`src/rtl/uart_debug_loader.sv`:
```
// uart_debug_loader: serial program loader in front of the instruction ROM.
// Receives 8N1 bytes, parses a framed packet (sync, base address, word
// count, little-endian data words, XOR checksum) and writes each assembled
// word through a single-cycle ROM write port. busy_o holds the core while a
// packet is being received.
module uart_debug_loader #(
  parameter int CLK_FREQ = 50000000,
  parameter int BAUD     = 115200
) (
  input  logic        clk,
  input  logic        rst,
  input  logic        uart_debug_pin,
  input  logic        uart_rx,
  output logic        mem_we_o,
  output logic [31:0] mem_addr_o,
  output logic [31:0] mem_data_o,
  output logic        busy_o,
  output logic        done_o,
  output logic        err_o
);

  localparam int DIV  = CLK_FREQ / BAUD;
  localparam int HALF = DIV / 2;
  localparam int CW   = $clog2(DIV);
  localparam logic [CW-1:0] DIV_LAST  = CW'(DIV - 1);
  localparam logic [CW-1:0] HALF_LAST = CW'(HALF - 1);
  localparam logic [7:0]    SYNC_BYTE = 8'hA5;

  // ---------------------------------------------------------------------
  // Receiver
  // ---------------------------------------------------------------------
  typedef enum logic [1:0] {
    RX_IDLE,
    RX_START,
    RX_DATA,
    RX_STOP
  } rx_state_e;

  logic            rx_s1_q;
  logic            rx_s2_q;
  logic            rx_prev_q;
  logic            start_edge;
  rx_state_e       rx_state_q;
  logic [CW-1:0]   rx_cnt_q;
  logic [2:0]      rx_bit_q;
  logic [7:0]      rx_shift_q;
  logic [7:0]      rx_byte_q;
  logic            rx_valid_q;
  logic            rx_ferr_q;

  // Two-flop synchronizer plus one history flop for falling-edge detection.
  always_ff @(posedge clk or posedge rst) begin
    if (rst) begin
      rx_s1_q   <= 1'b1;
      rx_s2_q   <= 1'b1;
      rx_prev_q <= 1'b1;
    end else begin
      rx_s1_q   <= uart_rx;
      rx_s2_q   <= rx_s1_q;
      rx_prev_q <= rx_s2_q;
    end
  end

  assign start_edge = rx_prev_q & ~rx_s2_q;

  // Bit-timing FSM: mid-start check, 8 data samples, stop sample.
  always_ff @(posedge clk or posedge rst) begin
    if (rst) begin
      rx_state_q <= RX_IDLE;
      rx_cnt_q   <= '0;
      rx_bit_q   <= '0;
      rx_shift_q <= '0;
      rx_byte_q  <= '0;
      rx_valid_q <= 1'b0;
      rx_ferr_q  <= 1'b0;
    end else begin
      rx_valid_q <= 1'b0;
      rx_ferr_q  <= 1'b0;
      if (!uart_debug_pin) begin
        rx_state_q <= RX_IDLE;
        rx_cnt_q   <= '0;
        rx_bit_q   <= '0;
      end else begin
        case (rx_state_q)
          RX_IDLE: begin
            if (start_edge) begin
              rx_state_q <= RX_START;
              rx_cnt_q   <= '0;
            end
          end
          RX_START: begin
            if (rx_cnt_q == HALF_LAST) begin
              rx_cnt_q   <= '0;
              rx_bit_q   <= '0;
              // A line that is high again at mid-start was a glitch.
              rx_state_q <= rx_s2_q ? RX_IDLE : RX_DATA;
            end else begin
              rx_cnt_q <= rx_cnt_q + 1'b1;
            end
          end
          RX_DATA: begin
            if (rx_cnt_q == DIV_LAST) begin
              rx_cnt_q   <= '0;
              rx_shift_q <= {rx_s2_q, rx_shift_q[7:1]};
              rx_bit_q   <= rx_bit_q + 3'd1;
              if (rx_bit_q == 3'd7) begin
                rx_state_q <= RX_STOP;
              end
            end else begin
              rx_cnt_q <= rx_cnt_q + 1'b1;
            end
          end
          RX_STOP: begin
            if (rx_cnt_q == DIV_LAST) begin
              rx_cnt_q   <= '0;
              rx_state_q <= RX_IDLE;
              if (rx_s2_q) begin
                rx_valid_q <= 1'b1;
                rx_byte_q  <= rx_shift_q;
              end else begin
                rx_ferr_q <= 1'b1;
              end
            end else begin
              rx_cnt_q <= rx_cnt_q + 1'b1;
            end
          end
          default: rx_state_q <= RX_IDLE;
        endcase
      end
    end
  end

  // ---------------------------------------------------------------------
  // Packet loader
  // ---------------------------------------------------------------------
  typedef enum logic [2:0] {
    L_IDLE,
    L_ADDR,
    L_CNT,
    L_DATA,
    L_CSUM
  } ld_state_e;

  ld_state_e   ld_state_q;
  logic [1:0]  byte_idx_q;
  logic [31:0] asm_q;
  logic [31:0] asm_d;
  logic [31:0] waddr_q;
  logic [15:0] remain_q;
  logic [7:0]  csum_q;
  logic [7:0]  csum_d;
  logic        mem_we_q;
  logic [31:0] mem_addr_q;
  logic [31:0] mem_data_q;
  logic        busy_q;
  logic        done_q;
  logic        err_q;

  // Bytes enter at the top and move down, so after four bytes the first
  // received byte sits in bits 7:0 (little-endian assembly).
  assign asm_d  = {rx_byte_q, asm_q[31:8]};
  assign csum_d = csum_q ^ rx_byte_q;

  // Packet parser with registered write port and status pulses.
  always_ff @(posedge clk or posedge rst) begin
    if (rst) begin
      ld_state_q <= L_IDLE;
      byte_idx_q <= '0;
      asm_q      <= '0;
      waddr_q    <= '0;
      remain_q   <= '0;
      csum_q     <= '0;
      mem_we_q   <= 1'b0;
      mem_addr_q <= '0;
      mem_data_q <= '0;
      busy_q     <= 1'b0;
      done_q     <= 1'b0;
      err_q      <= 1'b0;
    end else begin
      mem_we_q <= 1'b0;
      done_q   <= 1'b0;
      err_q    <= 1'b0;
      if (!uart_debug_pin) begin
        // Silent abort: no status pulse, written words are kept.
        ld_state_q <= L_IDLE;
        byte_idx_q <= '0;
        busy_q     <= 1'b0;
      end else if (rx_ferr_q && (ld_state_q != L_IDLE)) begin
        ld_state_q <= L_IDLE;
        byte_idx_q <= '0;
        busy_q     <= 1'b0;
        err_q      <= 1'b1;
      end else if (rx_valid_q) begin
        case (ld_state_q)
          L_IDLE: begin
            if (rx_byte_q == SYNC_BYTE) begin
              ld_state_q <= L_ADDR;
              byte_idx_q <= '0;
              csum_q     <= '0;
              busy_q     <= 1'b1;
            end
          end
          L_ADDR: begin
            asm_q      <= asm_d;
            byte_idx_q <= byte_idx_q + 2'd1;
            if (byte_idx_q == 2'd3) begin
              waddr_q    <= asm_d;
              ld_state_q <= L_CNT;
            end
          end
          L_CNT: begin
            asm_q <= asm_d;
            if (byte_idx_q == 2'd1) begin
              byte_idx_q <= '0;
              remain_q   <= asm_d[31:16];
              ld_state_q <= (asm_d[31:16] == 16'd0) ? L_CSUM : L_DATA;
            end else begin
              byte_idx_q <= byte_idx_q + 2'd1;
            end
          end
          L_DATA: begin
            asm_q      <= asm_d;
            csum_q     <= csum_d;
            byte_idx_q <= byte_idx_q + 2'd1;
            if (byte_idx_q == 2'd3) begin
              mem_we_q   <= 1'b1;
              mem_addr_q <= waddr_q;
              mem_data_q <= asm_d;
              waddr_q    <= waddr_q + 32'd4;
              remain_q   <= remain_q - 16'd1;
              if (remain_q == 16'd1) begin
                ld_state_q <= L_CSUM;
              end
            end
          end
          L_CSUM: begin
            ld_state_q <= L_IDLE;
            busy_q     <= 1'b0;
            if (rx_byte_q == csum_q) begin
              done_q <= 1'b1;
            end else begin
              err_q <= 1'b1;
            end
          end
          default: ld_state_q <= L_IDLE;
        endcase
      end
    end
  end

  assign mem_we_o   = mem_we_q;
  assign mem_addr_o = mem_addr_q;
  assign mem_data_o = mem_data_q;
  assign busy_o     = busy_q;
  assign done_o     = done_q;
  assign err_o      = err_q;

endmodule
```
`config.mk`:
```
export PLATFORM = sky130hd
export DESIGN_NAME = uart_debug_loader
export DESIGN_NICKNAME = d
export VERILOG_FILES = /design/src/rtl/uart_debug_loader.sv
export SDC_FILE = /design/constraint.sdc
export NUM_CORES = 1
export LEC_CHECK = 0
export BUFFER_PORTS_ARGS = -buffer_cell sky130_fd_sc_hd__clkbuf_2
export CAP_MARGIN = 30
export CORE_MARGIN = 5
export CORE_UTILIZATION = 33
export DETAILED_ROUTE_END_ITERATION = 8
export PLACE_DENSITY = 0.55
export SLEW_MARGIN = 20
export SYNTH_ARGS = -nofsm -noshare
export SYNTH_HDL_FRONTEND = slang
export SYNTH_SLANG_ARGS = --single-unit
export TNS_END_PERCENT = 100
```
`constraint.sdc`:
```
create_clock -name clk -period 5.54 [get_ports clk]
set_input_delay 0.277 -clock clk [delete_from_list [all_inputs] [get_ports clk]]
set_output_delay 0.277 -clock clk [all_outputs]
set_load 0.005 [all_outputs]
```
* Word level (Yosys, flattened, before mapping)
Index checks and enable logic that the tools add are counted.
** Cells by class
- $add $sub $neg :: 5
- $mul :: 0
- Div/mod/pow operators :: 0
- Order comparisons :: 0
- Eq/ne operators :: 33
- Shift-type cells :: 0
- Multiplexer cells :: 69
- Bitwise operators :: 4
- Reduce and logical (&&, ||, !) cells :: 23
** Operator list (number)
- $mux W32 :: 2
- $pmux W32 S2 :: 1
- $mux W3 :: 12
- $mux W9 :: 4
- $add A32 B3 Y32 const B :: 1
- $mux W16 :: 2
- $pmux W16 S2 :: 1
- $mux W1 :: 27
- $pmux W9 S3 :: 1
- $mux W2 :: 12
- $ne A4 B4 Y1 const B :: 5
- $reduce_and A6 Y1 :: 3
- $eq A16 B1 Y1 const B :: 1
- $logic_not A16 Y1 :: 1
- $pmux W8 S2 :: 1
- $sub A16 B1 Y16 const B :: 1
- $ne A3 B3 Y1 const B :: 5
- $reduce_and A5 Y1 :: 3
- $pmux W3 S4 :: 1
- $reduce_and A3 Y1 :: 4
- $add A9 B1 Y9 const B :: 1
- $eq A9 B8 Y1 const B :: 1
- $eq A9 B9 Y1 const B :: 1
- $eq A8 B8 Y1 :: 1
- other kinds (28) :: 42
** Word-level totals
- Register bits :: 196
- Latch bits :: 0
- Bits in writable memories :: 0
- Bits in read-only memories :: 0
- Output and inout bits :: 68
- Logic and storage cells :: 156
- Memories :: 0

* Depth between registers and ports, before layout
Gate-level depths: netlist of run 1.
- Word-level depth :: 7
- Depth in mapped cells :: 10

* Worst setup path after synthesis of run 1
No wires, ideal clock.
- Path type :: register to register
- Start point :: reg rx_cnt_q[1]
- End point :: reg rx_byte_q[0]
- Setup time :: 125 ps
- Arrival :: 1862 ps
- Required time :: 5415 ps
- Setup slack :: 3553 ps
- Stages on the path, launching flop included :: 7
- Period minus slack after synthesis :: 1987 ps
- Cell sequence :: dfrtp_1 > inv_1 > ha_1 > nand4b_1 > or4_4 > nor3_4 > mux2_2
** Between the ends
- Longest elaborated chain between the ends :: 2
** RTL lines
- from (decl) :: RTL line 44 : logic [CW-1:0] rx_cnt_q;
- from (signal assigned) :: RTL line 98 : rx_cnt_q <= rx_cnt_q + 1'b1;
- from (signal assigned) :: RTL line 110 : rx_cnt_q <= rx_cnt_q + 1'b1;
- from (signal assigned) :: RTL line 124 : rx_cnt_q <= rx_cnt_q + 1'b1;
- $eq A9 B9 Y1 :: RTL line 114 : if (rx_cnt_q == DIV_LAST) begin
- $reduce_and A4 Y1 (no source line)
- to (signal assigned) :: RTL line 119 : rx_byte_q <= rx_shift_q;
- to (decl) :: RTL line 47 : logic [7:0] rx_byte_q;
No other way between the ends.
A chain may end at the register's enable or synchronous reset.

* Worst setup path in the final report of run 1
- Start point :: reg ld_state_q[2]
- End point :: reg waddr_q[30]
** Between the ends
- Longest elaborated chain between the ends :: 4
- Elaborated cells on any way between the ends :: 10
- Classes of those cells :: eq/ne (4); mux (1); bitwise (1); reduce/logical (4)
** RTL lines
- from (decl) :: RTL line 144 : ld_state_e ld_state_q;
- from (signal assigned) :: RTL line 216 : ld_state_q <= (asm_d[31:16] == 16'd0) ? L_CSUM : L_DATA;
- parallel branches: the longest is 4 deep, another holds $reduce_and A6 Y1
- to (signal assigned) :: RTL line 207 : waddr_q <= asm_d;
- to (signal assigned) :: RTL line 229 : waddr_q <= waddr_q + 32'd4;
- to (decl) :: RTL line 148 : logic [31:0] waddr_q;
Parallel ways; which one is timed is not known.

==> results of run 1 <==
-- power breakdown --
part	internal (uW)	total [uW]	switching, uW	leakage, uW
Sequential	1380	1390	14.0	0.00260
Combinational	24.4	79.0	54.6	0.00211
Clock	618	1250	630	0.000297
-- critical path, stage by stage (launching register included) --
cell and delay (ns):
dfrtp_1 0.48, and4bb_2 0.37, and2_1 0.13, buf_4 0.34
nand2_4 0.47, inv_2 0.22, buf_4 0.58, nand4_1 0.23
nor3_1 0.18, nor3_1 0.06
-- cell usage after synthesis, types with 7 or more instances --
cell type / number
dfrtp_1: 185
nor4_1: 15
a21oi_1: 40
nand4_1: 10
inv_1: 17
clkbuf_1: 27
a2bb2oi_1: 12
a31oi_1: 9
mux2_2: 42
nor3_1: 23
nand2_1: 243
nand3_1: 24
nand2b_1: 10
o22ai_1: 8
o21ai_0: 70
nor2_1: 47
and3_1: 10
buf_2: 20
or3_1: 7
ha_1: 11
a311oi_1: 8
xor2_1: 9
-- state kept, by name, summed over array words and instances, names as in the netlist, 2 cells and up --
signal / flops
csum_q: 8
ld_state_q: 3
mem_addr_o: 32
rx_shift_q: 8
waddr_q: 32
byte_idx_q: 2
rx_bit_q: 3
asm_q: 24
rx_state_q: 2
rx_byte_q: 8
remain_q: 16
rx_cnt_q: 9
mem_data_o: 32
-- what timing repair did --
item,in CTS,in global routing
hold endpoints to repair,1,18
buffers inserted,0,0
hold buffers,1,1
-- worst max path at each step --
| stage | startpoint | end | depth (start not counted) |
|---|---|---|---|
| after detailed placement | uart_debug_pin | waddr_q[31] | 10 |
| after CTS | ld_state_q[2] | waddr_q[31] | 9 |
| final | ld_state_q[2] | waddr_q[30] | 9 |
| after global routing | ld_state_q[2] | waddr_q[30] | 9 |
| after floorplan | rst | asm_q[10] | 1 |
| after global placement | uart_debug_pin | waddr_q[30] | 10 |
-- logic make-up after synthesis --
kind of cell               after synthesis  synth area share [%]
muxes                                   44                  5.48
AOI/OAI and AO/OA                      202                  14.4
and+or+nand+nor                        419                  21.4
xor gates and xnor gates                11                  1.07
DFF                                    188                  52.3
adders and majority gates               11                  1.53
buffers and inverters                   76                  3.79
-- metal layers --
| layer | global-route usage [%] | share of wire, % |
|---|---|---|
| met2 | 24.2 | 48 |
| met5 | 0 | 0 |
| met4 | 5.04 | 2.0 |
| met3 | 2.44 | 3.3 |
| met1 | 19.9 | 47 |
-- area by class of cell --
type	instances	area [sq um]
Tap cell	341	427
Multi-Input combinational cell	687	3960
Sequential cell	188	4710
Clock inverter	15	186
Timing Repair Buffer	83	504
Clock buffer	17	425
Inverter	19	78.8
Fill cell	2707	16600
-- per-stage QoR --
step / total power, uW / util [%]
final: 2720 / 38.3
after global routing: 2830 / 38.3
after CTS: 2750 / 38.0
after detailed placement: 1500 / 35.7
after global placement: 1500 / 35.6
after floorplan: 1470 / -
==> results.md, run 1 <==
- Pre-CTS WS: between 2 and 2.5 ns
- First-pass GRT wire length: between 30000 and 40000 um
- Post-route clock skew: about 0.018 ns
- Sequential cell area fraction in the yosys report: between 50% and 60%
- Clk_lat worst skew: 0.43 ns
- Area growth, synth to finish: 14.3%
- Syn avg cell area: about 9.5 sq um
- Std cell rows: 60
- Status: complete, no violations
- Netlist Area Pre-Place: 9000 sq um
- Die height: 175 um
- Mapped Cells: between 900 and 1000
- Initial Util: about a third
- Fraction of registers with async set/reset: between 90% and 100%
- FF+latch count, synth: 188
- P_leak: between 0.004 and 0.005 uW
- Fraction of layout cells with a size suffix above 1: 17.3%
- Max Transition Viols Final: 0
- Die area: 30700 sq um
- R2r setup slk: around 2.3 ns
- CP arrival: 3.52 ns
- CTS Buf Count: 17
- Final #Nets: slightly above 1000
- Max-slew headroom: between 40% and 50%
- Fmax: approximately 0.31 GHz
- Worst r2r path cells: 9
- H-tree depth: 4
- Synth area leaders: dfrtp_1 (51%), nand2_1 (10%), mux2_2 (5.3%)
- Design area: roughly 10000 sq um
- Cell taking the most area after synthesis: dfrtp_1
- Final non-filler cell total: between 1000 and 1500
- Ys flop type: dfrtp_1
- Starting DRT DRC Count: 457
- Leading cell type in the layout, fill and taps excluded: nand2_1
- Final setup violation count: 0
- Vias in the first global route: between 7000 and 8000
- HP Class: in -> async
- Routed Antenna Nets: 0
- Most frequent cells in the layout: nand2_1 (243), dfrtp_1 (185), clkbuf_2 (71)
- DIE WIDTH: approximately 180 um
- Inst Count DP: around 1300
- Synth warn: 0
- Reg2reg end: waddr_q[30]
- Vias: a little over 7000
- Routed WL per cell: around 17 um
- Hold Slack: about 0.33 ns
- PnR worst setup slack: about 2.3 ns
- FF-to-FF Start: ld_state_q[2]
- RSZ-0062 raised after global routing: no
- Max FO, Critical Path: 69
- Crit. End Element: flip-flop
- Slew @ Worst Pin: 0.853 ns
- Worst VDD drop: between 0.15 and 0.2 mV
- Pwr dens: roughly 260 nW/um^2
- TritonCTS Sinks: 188
- Initial antenna violation count: 0
- Clk root buf: clkbuf_16
- Drt drc: 0
- Post-Syn Nets: approximately 970
- I/O pin total: 72
- Drt pass-1 iters: 5
- Top cell type's share of synthesized area: 51.4%
- CTS Buffer Depth: 2
- CTS-repair resized insts: 0
- Setup_tns: 0 ns
- CP Launch Type: flip-flop
- Hpwl dp: about 15000 um
- Final WL: about 22000 um
- Routability cong.: roughly 0.81
- ANT cells: 0
- Largest net degree at the start of global routing: about 120
- Max cap viols: 0
- # port buffers: 71
- Core ar.: 26900 sq um
- WP data required: around 6 ns
- Tot GR Track Use: 14.8%
- GRT overflow: 0
- CTS tree: yes
- DP Area: ~9600 sq um
- Setup CP Type: reg -> reg
- Clock slew at reported path FFs: roughly 0.09 ns
- Final hold vios: 0
- DR vias/cell: approximately 5.2
- Period minus WS final: around 3.2 ns
- Number of synthesized flops with an enable pin: 0
- Crit share post-route: 57.8%
- Synth cell types: 69
Power figures use the tool's default switching activity.
==> run 2, diff against run 1 <==
==> constraint.sdc (replaced) <==
create_clock -name clk -period 2.55 [get_ports clk]
set_input_delay 0.1275 -clock clk [delete_from_list [all_inputs] [get_ports clk]]
set_output_delay 0.1275 -clock clk [all_outputs]
set_load 0.005 [all_outputs]
==> run 2 against run 1 <==
Sequential power is 120% higher; setup slack worse by 2.0 ns; largest cell class unchanged; worst hold slack worse by 0.22 ns; global-route usage is 0.44 points higher; critical endpoint is now waddr_q[20]; cell count is 1.0% higher.
==> results.md, run 2 (synthesis gave the netlist of run 1 again) <==
- Clock slew at reported path FFs: about 0.08 ns
- Largest net degree at the start of global routing: about 90
- Fraction of layout cells with a size suffix above 1: 18.5%
- First-pass GRT wire length: between 30000 and 40000 um
- CP Launch Type: flip-flop
- Delay-heaviest family, CP: simple AND/OR/NAND/NOR gates
- Final setup violation count: 0
- I/O pin total: slightly above 70
- Hold Slack: approximately 0.11 ns
- # port buffers: 71
- Area growth, synth to finish: 15.6%
- Clk_lat worst skew: roughly 0.44 ns
- P_leak: between 0.005 and 0.006 uW
- TritonCTS Sinks: 188
- Hpwl dp: approximately 15000 um
- CTS tree: yes
- Flop pwr share: about half
- Clk pwr share: approximately 47%
- Core ar.: between 20000 and 30000 sq um
- Most frequent cells in the layout: nand2_1 (243), dfrtp_1 (185), clkbuf_2 (71)
- Initial antenna violation count: 0
- DR vias/cell: about 5.3
- Post-route clock skew: roughly 0.014 ns
- Starting DRT DRC Count: 601
- Buf+Inv Stages, Crit Path: 0
- Std cell rows: 60
- Setup_tns: 0 ns
- Max-slew headroom: approximately half
- Setup CP Type: reg -> reg
- CP cell instances: ha_1 > nand3_1 > nor4_4 > nor2b_1 > a311oi_1 > a311oi_1
- CTS Buf Count: 17
- Routability cong.: slightly below 0.8
- Internal power: approximately 4500 uW
- RSZ-0062 raised after global routing: no
- Max cap viols: 0
- CP arrival: around 2.6 ns
- Vias in the first global route: 7120
- Routed WL per cell: 16.8 um
- Final hold vios: 0
- Die area: ~31000 sq um
- Inst Count DP: between 1000 and 1500
- Max FO, Critical Path: 8
- WP data required: about 2.9 ns
- Slowest cell delay on critical path: about 0.53 ns
- Leading cell type in the layout, fill and taps excluded: nand2_1
- Fmax: between 0.4 and 0.5 GHz
- DIE WIDTH: 175 um
- Vias: 7198
- CP max stage cell: nor4_4
- Final non-filler cell total: roughly 1400
- Period minus WS final: 2.26 ns
- Worst VDD drop: roughly 0.32 mV
- Combinational power share: 2.8%
- Max Transition Viols Final: 0
- Status: complete, no violations
- Drt pass-1 iters: 5
- Pre-CTS WS: ~0.38 ns
- Sw Share: between 20% and 30%
- Clk root buf: clkbuf_16
- GRT overflow: 0
- Cell mode on critical path: a311oi_1
- Slew @ Worst Pin: 0.723 ns
- ANT cells: 0
- Sw power: roughly 1600 uW
- Pwr dens: 580 nW/um^2
- CTS Buffer Depth: 2
- Routed Antenna Nets: 0
- PnR worst setup slack: 0.294 ns
- Final #Nets: about 1000
- Hold path depth: 3
- Crit share post-route: slightly below 90%
- Initial Util: about a third
- Die height: 175 um
- HP Class: in -> reg
- Final WL: ~23000 um
- Crit. End Element: flip-flop
- H-tree depth: 4
- Worst r2r path cells: 6
- Number of setup buffers added after CTS: 0
- CP Depth: 6
- Drt drc: 0
- Tot GR Track Use: 15.2%
run 2: changes by cell type in the layout (fill, tap and decap cells not counted):
cell / before / now
buf_2: 1 / 0
buf_6: 1 / 0
inv_8: 5 / 4
buf_16: 2 / 0
buf_12: 1 / 4
clkinv_4: 3 / 0
inv_6: 2 / 1
buf_4: 5 / 20
bufinv_16: 0 / 1
clkinvlp_4: 0 / 3
inv_12: 1 / 2
run 2: stage by stage:
| step | instance area (sq um) | utilization (%) | total power (uW) |
|---|---|---|---|
| floorplan | 9010 | - | 3200 |
| global placement | 9750 | 36.3 | 3260 |
| detailed placement | 9750 | 36.3 | 3260 |
| CTS | 10400 | 38.7 | 6130 |
| global route | 10400 | 38.7 | 6260 |
| finish | 10400 | 38.7 | 6040 |
run 2: routing by layer:
metal,vias to the layer above,part of all wire (%),GRT usage [%]
met3,24,3.7,2.90
met1,3548,47,20.4
li1,3463,-,-
met5,-,0,0
met4,0,1.3,3.67
met2,163,48,25.5
run 2: power by group through the flow:
stage                     Combinational, uW  Sequential [uW]  Clock (uW)
after global placement                  175             3080           0
after detailed placement                172             3090           0
final                                   169             3030        2850
after global routing                    196             3030        3040
after floorplan                         131             3070           0
after CTS                               176             3030        2920
run 2: cell type report:
type	instances	area, sq um
clock inverters	15	213
multi-input cells	687	3960
fillers	2705	16500
inverters	19	75.1
flip-flops and latches	188	4710
clock buffers	17	425
well taps	341	427
repair buffers	97	606
run 2: path summary, 6_finish.rpt:
check | endpoint | slack [ns] | start
worst max-delay path | waddr_q[20] | 0.29 | waddr_q[3]
worst min-delay path | ld_state_q[2] | 0.11 | uart_debug_pin
worst max register to register | waddr_q[20] | 0.29 | waddr_q[3]
worst min register to register | rx_s2_q | 0.36 | rx_s1_q
max in group asynchronous | asm_q[13] | 1.49 | rst
min in group asynchronous | rx_cnt_q[3] | 0.24 | rst
run 2: worst register-to-register path, cell delays in order (launching register included):
cell      delay, ns
dfrtp_1        0.43
ha_1           0.21
nand3_1        0.26
nor4_4         0.53
nor2b_1        0.33
a311oi_1       0.15
a311oi_1       0.25
run 2: repair_timing:
| action | CTS | global route |
|---|---|---|
| gates resized for setup | 0 | 0 |
| hold endpoints to repair | 16 | 0 |
| hold buffers | 2 | 0 |
